## src/rtl/ts_table_mux_pkg.sv

```systemverilog
// Shared constants, state encoding and the null-packet header ROM for the TS table mux.
// The state encoding is also what state_mon reports.
package ts_table_mux_pkg;

  localparam int          TS_PKT_LEN = 188;
  localparam logic [7:0]  SYNC_BYTE  = 8'h47;
  localparam logic [12:0] NULL_PID   = 13'h1FFF;

  typedef enum logic [1:0] {
    ST_IDLE  = 2'd0,
    ST_T2MI  = 2'd1,
    ST_TABLE = 2'd2,
    ST_NULL  = 2'd3
  } mux_state_t;

  // Null packet: sync, PID 0x1FFF with no flags, payload-only AFC, CC 0, then 0xFF stuffing.
  function automatic logic [7:0] null_byte(input logic [7:0] idx);
    logic [7:0] b;
    case (idx)
      8'd0:    b = SYNC_BYTE;
      8'd1:    b = {3'b000, NULL_PID[12:8]};
      8'd2:    b = NULL_PID[7:0];
      8'd3:    b = 8'h10;
      default: b = 8'hFF;
    endcase
    return b;
  endfunction

endpackage

```

## src/rtl/ts_table_mux_null_pkt_gen.sv

```systemverilog
// Null TS packet generator (byte counter + header ROM); only built when NULL_PACKET_EN is defined.
// A start pulse emits one full packet, one byte per cycle, with busy high throughout.
`ifdef NULL_PACKET_EN
module ts_table_mux_null_pkt_gen
  import ts_table_mux_pkg::*;
#(
  parameter int PKT_LEN = TS_PKT_LEN
) (
  input  logic       CLK,
  input  logic       RST,
  input  logic       start,
  output logic       busy,
  output logic [7:0] data,
  output logic       ena,
  output logic       sop,
  output logic       last
);

  localparam logic [7:0] PKT_LAST_B = 8'(PKT_LEN - 1);

  logic [7:0] cnt;

  always_ff @(posedge CLK or negedge RST) begin
    if (!RST) begin
      busy <= 1'b0;
      cnt  <= 8'd0;
    end else if (start) begin
      busy <= 1'b1;
      cnt  <= 8'd0;
    end else if (busy) begin
      if (cnt == PKT_LAST_B) busy <= 1'b0;
      else                   cnt  <= cnt + 8'd1;
    end
  end

  assign data = null_byte(cnt);
  assign ena  = busy;
  assign sop  = busy && (cnt == 8'd0);
  assign last = busy && (cnt == PKT_LAST_B);

endmodule
`endif

```

## src/rtl/ts_table_mux.sv

```systemverilog
// Merges insert_tables PSI packets with the T2-MI TS stream, switching only at packet boundaries.
// Define NULL_PACKET_EN to emit a null packet after NULL_GAP idle cycles.
module ts_table_mux
  import ts_table_mux_pkg::*;
#(
  parameter int PKT_LEN       = TS_PKT_LEN,
  parameter int TABLE_TIMEOUT = 1024,
  parameter int NULL_GAP      = 4096
) (
  input  logic       CLK,
  input  logic       RST,
  input  logic [7:0] T2MI_DATA,
  input  logic       T2MI_ENA,
  input  logic       T2MI_SOP,
  output logic       T2MI_READY,
  input  logic       TABLE_READY,
  input  logic [7:0] TABLE_DATA,
  input  logic       TABLE_ENA,
  input  logic       TABLE_SENT,
  output logic       TABLE_START,
  output logic [7:0] DATA_OUT,
  output logic       ENA_OUT,
  output logic       SOP_OUT,
  output logic       PKT_ERR,
  output logic [1:0] state_mon
);

  localparam logic [7:0]  PKT_LEN_B = 8'(PKT_LEN);
  localparam logic [15:0] TO_LAST   = 16'(TABLE_TIMEOUT - 1);

  mux_state_t  state, state_nxt;
  logic [7:0]  byte_cnt, byte_cnt_nxt, byte_cnt_inc;
  logic [15:0] to_cnt, to_cnt_nxt;
  logic        run;
  logic        t2mi_rdy, t2mi_acc;
  logic [7:0]  data_nxt;
  logic        ena_nxt, sop_nxt, err_nxt, start_nxt;

`ifdef NULL_PACKET_EN
  localparam logic [15:0] IDLE_LAST = 16'(NULL_GAP - 1);
  logic [15:0] idle_cnt, idle_cnt_nxt;
  logic        null_start, null_busy, null_ena, null_sop, null_last;
  logic [7:0]  null_data;

  ts_table_mux_null_pkt_gen #(.PKT_LEN(PKT_LEN)) u_null_gen (
    .CLK   (CLK),
    .RST   (RST),
    .start (null_start),
    .busy  (null_busy),
    .data  (null_data),
    .ena   (null_ena),
    .sop   (null_sop),
    .last  (null_last)
  );
`else
  logic unused_null_gap;
  assign unused_null_gap = (NULL_GAP != 0);
`endif

  // run keeps READY low until the first clock after reset; a pending table blocks T2-MI in IDLE.
  assign t2mi_rdy = run && ((state == ST_T2MI) || ((state == ST_IDLE) && !TABLE_READY));
  assign t2mi_acc = T2MI_ENA && t2mi_rdy;
  assign byte_cnt_inc = (byte_cnt == PKT_LEN_B) ? byte_cnt : byte_cnt + 8'd1;

  always_comb begin
    // NOTE: every signal written here gets a default first, so no path can infer a latch.
    state_nxt    = state;
    byte_cnt_nxt = byte_cnt;
    to_cnt_nxt   = to_cnt;
    data_nxt     = DATA_OUT;
    ena_nxt      = 1'b0;
    sop_nxt      = 1'b0;
    err_nxt      = 1'b0;
    start_nxt    = 1'b0;
`ifdef NULL_PACKET_EN
    null_start   = 1'b0;
    idle_cnt_nxt = 16'd0;
`endif
    case (state)
      ST_IDLE: begin
        byte_cnt_nxt = 8'd0;
        to_cnt_nxt   = 16'd0;
        if (TABLE_READY) begin
          start_nxt = 1'b1;
          state_nxt = ST_TABLE;
        end else if (t2mi_acc) begin
          if (T2MI_SOP) begin
            data_nxt     = T2MI_DATA;
            ena_nxt      = 1'b1;
            sop_nxt      = 1'b1;
            byte_cnt_nxt = 8'd1;
            state_nxt    = ST_T2MI;
          end else begin
            err_nxt = 1'b1;
          end
        end
`ifdef NULL_PACKET_EN
        else if (idle_cnt == IDLE_LAST) begin
          null_start = 1'b1;
          state_nxt  = ST_NULL;
        end else begin
          idle_cnt_nxt = idle_cnt + 16'd1;
        end
`endif
      end
      ST_T2MI: begin
        if (t2mi_acc) begin
          data_nxt = T2MI_DATA;
          ena_nxt  = 1'b1;
          if (T2MI_SOP) begin
            // The truncated packet has already gone out; this byte opens the next one.
            sop_nxt      = 1'b1;
            err_nxt      = 1'b1;
            byte_cnt_nxt = 8'd1;
          end else begin
            byte_cnt_nxt = byte_cnt_inc;
            if (byte_cnt_inc == PKT_LEN_B) state_nxt = ST_IDLE;
          end
        end
      end
      ST_TABLE: begin
        to_cnt_nxt = (to_cnt == 16'hFFFF) ? to_cnt : to_cnt + 16'd1;
        if (TABLE_ENA) begin
          data_nxt     = TABLE_DATA;
          ena_nxt      = 1'b1;
          sop_nxt      = (byte_cnt == 8'd0);
          byte_cnt_nxt = byte_cnt_inc;
        end
        // The length test uses the updated count so a final byte alongside SENT is included.
        if (TABLE_SENT) begin
          state_nxt = ST_IDLE;
          err_nxt   = (byte_cnt_nxt != PKT_LEN_B);
        end else if (to_cnt >= TO_LAST) begin
          state_nxt = ST_IDLE;
          err_nxt   = 1'b1;
        end
      end
`ifdef NULL_PACKET_EN
      ST_NULL: begin
        data_nxt = null_data;
        ena_nxt  = null_ena;
        sop_nxt  = null_sop;
        if (null_last || !null_busy) state_nxt = ST_IDLE;
      end
`endif
      default: state_nxt = ST_IDLE;
    endcase
  end

  always_ff @(posedge CLK or negedge RST) begin
    if (!RST) begin
      state       <= ST_IDLE;
      byte_cnt    <= 8'd0;
      to_cnt      <= 16'd0;
      run         <= 1'b0;
      DATA_OUT    <= 8'd0;
      ENA_OUT     <= 1'b0;
      SOP_OUT     <= 1'b0;
      PKT_ERR     <= 1'b0;
      TABLE_START <= 1'b0;
`ifdef NULL_PACKET_EN
      idle_cnt    <= 16'd0;
`endif
    end else begin
      // NOTE: non-blocking assignments keep every register sampling pre-edge values.
      state       <= state_nxt;
      byte_cnt    <= byte_cnt_nxt;
      to_cnt      <= to_cnt_nxt;
      run         <= 1'b1;
      DATA_OUT    <= data_nxt;
      ENA_OUT     <= ena_nxt;
      SOP_OUT     <= sop_nxt;
      PKT_ERR     <= err_nxt;
      TABLE_START <= start_nxt;
`ifdef NULL_PACKET_EN
      idle_cnt    <= idle_cnt_nxt;
`endif
    end
  end

  assign T2MI_READY = t2mi_rdy;
  assign state_mon  = state;

endmodule

```

## config.mk

```make
export PLATFORM = sky130hd
export DESIGN_NAME = ts_table_mux
export DESIGN_NICKNAME = d
export VERILOG_FILES = /design/src/rtl/ts_table_mux_pkg.sv /design/src/rtl/ts_table_mux_null_pkt_gen.sv /design/src/rtl/ts_table_mux.sv
export SDC_FILE = /design/constraint.sdc
export NUM_CORES = 1
export LEC_CHECK = 0
export ABC_AREA = 1
export CAP_MARGIN = 20
export CORE_MARGIN = 3
export CORE_UTILIZATION = 50
export CTS_BUF_LIST = sky130_fd_sc_hd__clkbuf_16
export DETAILED_ROUTE_END_ITERATION = 12
export GPL_ROUTABILITY_DRIVEN = 0
export HOLD_SLACK_MARGIN = 0.03
export PLACE_DENSITY = 0.75
export SETUP_SLACK_MARGIN = 0.4
export SLEW_MARGIN = 20
export SYNTH_ARGS = -nofsm -noshare
export SYNTH_HDL_FRONTEND = slang
export SYNTH_SLANG_ARGS = --single-unit
```

## constraint.sdc

```tcl
create_clock -name CLK -period 4.1 [get_ports CLK]
set_clock_uncertainty 0.05 [all_clocks]
set_input_delay 0.41 -clock CLK [delete_from_list [all_inputs] [get_ports CLK]]
set_output_delay 0.41 -clock CLK [all_outputs]
set_load 0.03 [all_outputs]
```

==> impl_metrics.ini, run 1 <==
[global_routing]
antenna_found_initial = 0
grt_usage_pct = 21.2
grt_pass1_wl_um = 10100
grt_max_degree = 40
first_global_vias = 2205
gr-total-overflow = 0

[timing]
fmax_ghz = 0.376
finalCriticalPeriod_ns = 2.66
period_share_pct = 64.8
max_slew_margin_pct = 42.2
finalHoldViolations = 0
whs_ns = 0.189
rsz0062_at_grt = false
timing.setup.tns_ns = 0
tightest_slew_ns = 0.868
finalSetupViolations = 0
slew_violations = 0

[synthesis]
synth_commonest_cells = nand2_1, inv_1, dfrtp_1
synth.avg_cell_area_um2 = 7.42
netlist_top_cells_area = dfrtp_1, nand2_1, inv_1
yosysMostFrequentCell = nand2_1
ys_async_sr_fraction_pct = 100
synthCells = 334
ys_warn_count = 0
seq_area_frac_synth_pct = 39.4
yosysTopAreaCell = dfrtp_1
synth_cell_types = 34
syn_nets = 365
yosysTopAreaCellShare_pct = 39.4
synth-edff-count = 0
synth_flop_cell = dfrtp_1
syn_area_um2 = 2480
synth_seq_cells = 39

[detailed_routing]
wl_per_cell_um = 13.3
ant_nets = 0
dr.pass1.iters = 4
vias_per_cell = 5.27
vias = 2313
wirelength_um = 5830
drc = 0
drt-initial-drc-count = 233

[layout]
multi_input_area_um2 = 1310
diodes = 0
finalNonFillerCells = 439
fillers = 390
area_delta_synth_final_pct = 23.8
drive_gt1_share_pct = 8.29
nets = 404
seq_area_um2 = 976

[floorplanning]
row_count = 24
ios = 38
floorplan.initialDensity_pct = 54.3
die_w_um = 76.4
die_h_um = 76.4
die-area_um2 = 5840
core_um2 = 4560

[worst_setup_path]
critPathRequiredTime_ns = 3.64
cpPeakStageDelay_ns = 0.69
crit_type = reg -> out
end_kind = output pin
cp_max_fo = 6
cp-start-kind = register
worstPathCellList = inv_1 -> ha_1 -> inv_1 -> nor2_2 -> nor2_2 -> nor2_2 -> clkdlybuf4s50_1
critPathSlowestCell = clkdlybuf4s50_1
cp.arrival_ns = 2.20
cpMostUsedCell = nor2_2

[cts]
ctsResizeCount = 0
tritoncts = yes
ctsHoldBuffers = 0
clk_latency_ns = 0.28
cts_buffers = 5
clk_path_buf_depth = 2
clock_sinks = 39
cts_root_buf = clkbuf_16
clk_pin_slew_worst_paths_ns = 0.06
postCtsSetupBuffers = 0
cts_max_level = 2

[pwr]
power.leakage_nw = 1.35
ir_worst_vdd_v = 0.000450
p_per_area_nw_per_um2 = 579

[outcome]
status = finished clean

[placed_design]
hpwl_um = 4280
post-place-cells = 431
numPortBuffers = 37

[run]
cap_violations = 0

[worst_hold_path]
hold_class = in -> async
logic make-up after synthesis:
logic type               synth area share (%)
multiplexers                             3.23
other                                   0.151
flip-flops                               39.4
buffers and inverters                    7.68
adder cells (fa/ha/maj)                  4.04
XOR/XNOR                                 2.47
AO/OA/AOI/OAI                            13.3
AND/OR/NAND/NOR                          29.7
layout by cell type (no fill, tap or decap), types with 3 or more instances in the layout:
cell and count:
nand3b_1 3, nor2_1 21, nand2_2 6, o21ai_2 8, clkdlybuf4s50_1 36, a21oi_1 11, mux2i_1 8, xor2_1 4
o22ai_1 3, o21ai_0 24, ha_1 8, dfrtp_1 39, xnor2_1 3, nor2_2 5, a22o_1 3, a31oi_1 3
nor3_1 6, inv_1 40, clkbuf_16 5, nand2_1 94, nand3_1 24, nand4_1 4
metrics by stage:
| step | setup slack, ns | area [µm²] | power, mW | util [%] |
|---|---|---|---|---|
| after global placement | 1.70 | 2900 | 1.32 | 63.5 |
| final | 1.44 | 3070 | 1.78 | 67.2 |
| after floorplan | 1.68 | 2480 | 1.08 | - |
| after CTS | 1.44 | 3070 | 1.79 | 67.2 |
| after detailed placement | 1.66 | 2900 | 1.33 | 63.5 |
| after global routing | 1.32 | 3070 | 1.90 | 67.2 |
worst max-delay path, delay by kind of cell (launching register included):
kind / cells / cell delay [ns]
buf+inv: 3 / 0.90
fa+ha+maj: 1 / 0.20
flops: 1 / 0.45
simple gates: 3 / 0.37
path summary, 6_finish.rpt:
check	slack [ns]	cells past startpoint	from	to
max	1.44	7	state_mon[0]	T2MI_READY
min	0.19	1	RST	to_cnt[5]
max reg2reg	1.66	9	state_mon[0]	to_cnt[13]
min reg2reg	0.44	2	DATA_OUT[0]	DATA_OUT[0]
max in group asynchronous	3.27	1	RST	to_cnt[10]
min in group CLK	0.44	2	DATA_OUT[0]	DATA_OUT[0]
where the power goes:
part,switching [mW],internal [mW]
clock network,0.158,0.287
registers,0.0595,0.462
logic,0.529,0.281
total,0.746,1.03
final cells by class:
class                   instances  share of cell area [%]
clock buffers                   5                    4.08
clock inverters                 3                    1.39
inverters                      42                    5.14
multi-input cells             247                    42.8
flip-flops and latches         39                    31.8
well taps                      65                    2.65
repair buffers                 38                    12.2
state kept, by name, indices dropped and copies added, names as in the netlist:
register	cells
DATA_OUT	8
SOP_OUT	1
to_cnt	16
ENA_OUT	1
state_mon	2
TABLE_START	1
byte_cnt	8
run	1
PKT_ERR	1
per-layer routing:
| layer | track usage [%] | share of wire [%] |
|---|---|---|
| met4 | 8.88 | 2.2 |
| met2 | 32.3 | 45 |
| met1 | 30.1 | 47 |
| met3 | 3.31 | 6.6 |
| met5 | 0 | 0 |
(Power assumes the default switching activity.)
==> inputs of run 2 (changes only) <==
- clock period: 4.1 -> 2.63 ns (I/O delays scaled with it)
==> impl_metrics.ini, run 2 (synthesis results as in run 1) <==
[outcome]
status = finished clean

[pwr]
ir_worst_vdd_v = 0.000605
p_per_area_nw_per_um2 = 944
power.leakage_nw = 1.40

[global_routing]
gr-total-overflow = 0
grt_use_met1_pct = 28.0
top_usage_layer = met2
globalRouteMet3Util_pct = 5.08
first_global_vias = 2177
grt_usage_pct = 20.9
antenna_found_initial = 0
use_met2_pct = 32.4
grt_pass1_wl_um = 9980
grt_max_degree = 23

[cts]
clk_latency_ns = 0.28
cts_buffers = 5
cts_root_buf = clkbuf_16
clk_path_buf_depth = 2
cts_max_level = 2
tritoncts = yes
clock_sinks = 39
clk_pin_slew_worst_paths_ns = 0.06

[worst_setup_path]
cp_max_fo = 6
cpPeakStageDelay_ns = 0.45
r2r-start = state_mon[1]
ff2ff_path_depth = 14
crit_type = reg -> out
cp-start-kind = register
critPathSlowestCell = dfrtp_2
cp.arrival_ns = 1.80
worstPathCellList = inv_2 -> ha_4 -> inv_2 -> nor2_4 -> nor2_2 -> nor2_4 -> dlygate4sd2_1
r2r-end = DATA_OUT[5]
end_kind = output pin
worst-r2r-setup-slack_ns = 0.53
critPathRequiredTime_ns = 2.32

[floorplanning]
floorplan.initialDensity_pct = 54.3
core_um2 = 4560
die-area_um2 = 5840
die_w_um = 76.4
row_count = 24
ios = 38
die_h_um = 76.4

[worst_hold_path]
hold_class = in -> async

[layout]
multi_input_area_um2 = 1370
fillers = 397
area_delta_synth_final_pct = 29.3
final_common_cell = nand2_1
reg.largest.list = to_cnt x16, DATA_OUT x8, byte_cnt x8
nets = 411
stdcell_area_um2 = 3200
final_cell_mix = nand2_1, inv_1, dfrtp_1
drive_gt1_share_pct = 13.6
finalNonFillerCells = 446
top_register = to_cnt
diodes = 0
largest_register_ffs = 16
seq_area_um2 = 980

[timing]
period_share_pct = 80.4
rsz0062_at_grt = true
slew_violations = 0
finalHoldViolations = 0
finalCriticalPeriod_ns = 2.11
timing.setup.tns_ns = 0
finalSetupViolations = 0
fmax_ghz = 0.473

[detailed_routing]
ant_nets = 0
wirelength_um = 6130
drc = 0
wl_per_cell_um = 13.7
vias_per_cell = 5.33
vias = 2378
drt-initial-drc-count = 208
dr.pass1.iters = 5

[placed_design]
numPortBuffers = 37
hpwl_um = 4390
placed_area_um2 = 2940
post-place-cells = 433

[run]
cap_violations = 0
==> run 2: worst max-delay path by stage <==
stage	from	endpoint
floorplan	state_mon[1]	DATA_OUT[0]
global placement	state_mon[1]	to_cnt[13]
detailed placement	TABLE_READY	DATA_OUT[2]
CTS	state_mon[0]	to_cnt[15]
global route	to_cnt[0]	to_cnt[13]
finish	state_mon[1]	T2MI_READY
==> run 2: layout make-up <==
class	count	area share [%]
clock buffer	5	3.91
clock inverter	3	2.23
inverter	42	4.92
multi-input combinational	248	42.7
sequential	39	30.6
tap	65	2.54
timing repair buffer	44	13.1
==> run 2: per-layer routing <==
metal | up-vias | part of all wire, %
met5 | - | 0
met3 | 20 | 7.0
li1 | 1182 | -
met2 | 93 | 44
met1 | 1083 | 46
met4 | 0 | 2.8
==> run 2: worst max-delay path, delay by kind of cell (launching register included) <==
family,cells,cell delay [ns]
adders and majority gates,1,0.15
buffers and inverters,3,0.58
DFF,1,0.45
and+or+nand+nor,3,0.34
==> run 2: timing repair <==
action,in CTS,in global routing
hold endpoints to repair,21,0
gates cloned,0,1
setup buffers,0,3
gates resized for setup,3,8
setup endpoints to repair,11,19
hold buffers,1,0
==> run 2: report_power, final <==
group | switching, mW | internal (mW) | total (mW) | leakage, nW
Clock | 0.263 | 0.550 | 0.814 | 0.0959
Sequential | 0.0858 | 0.722 | 0.808 | 0.518
Combinational | 0.901 | 0.500 | 1.40 | 0.788
Total | 1.25 | 1.77 | 3.02 | 1.40
==> run 2: stage by stage <==
| step | total power [mW] | hold WS [ns] | util (%) | setup WS, ns |
|---|---|---|---|---|
| floorplan | 1.71 | -0.0826 | - | 0.428 |
| global placement | 2.10 | 0.206 | 64.4 | 0.399 |
| detailed placement | 2.11 | 0.200 | 64.4 | 0.342 |
| CTS | 2.95 | 0.443 | 69.1 | 0.438 |
| global route | 3.21 | 0.462 | 70.2 | 0.408 |
| finish | 3.02 | 0.427 | 70.2 | 0.516 |
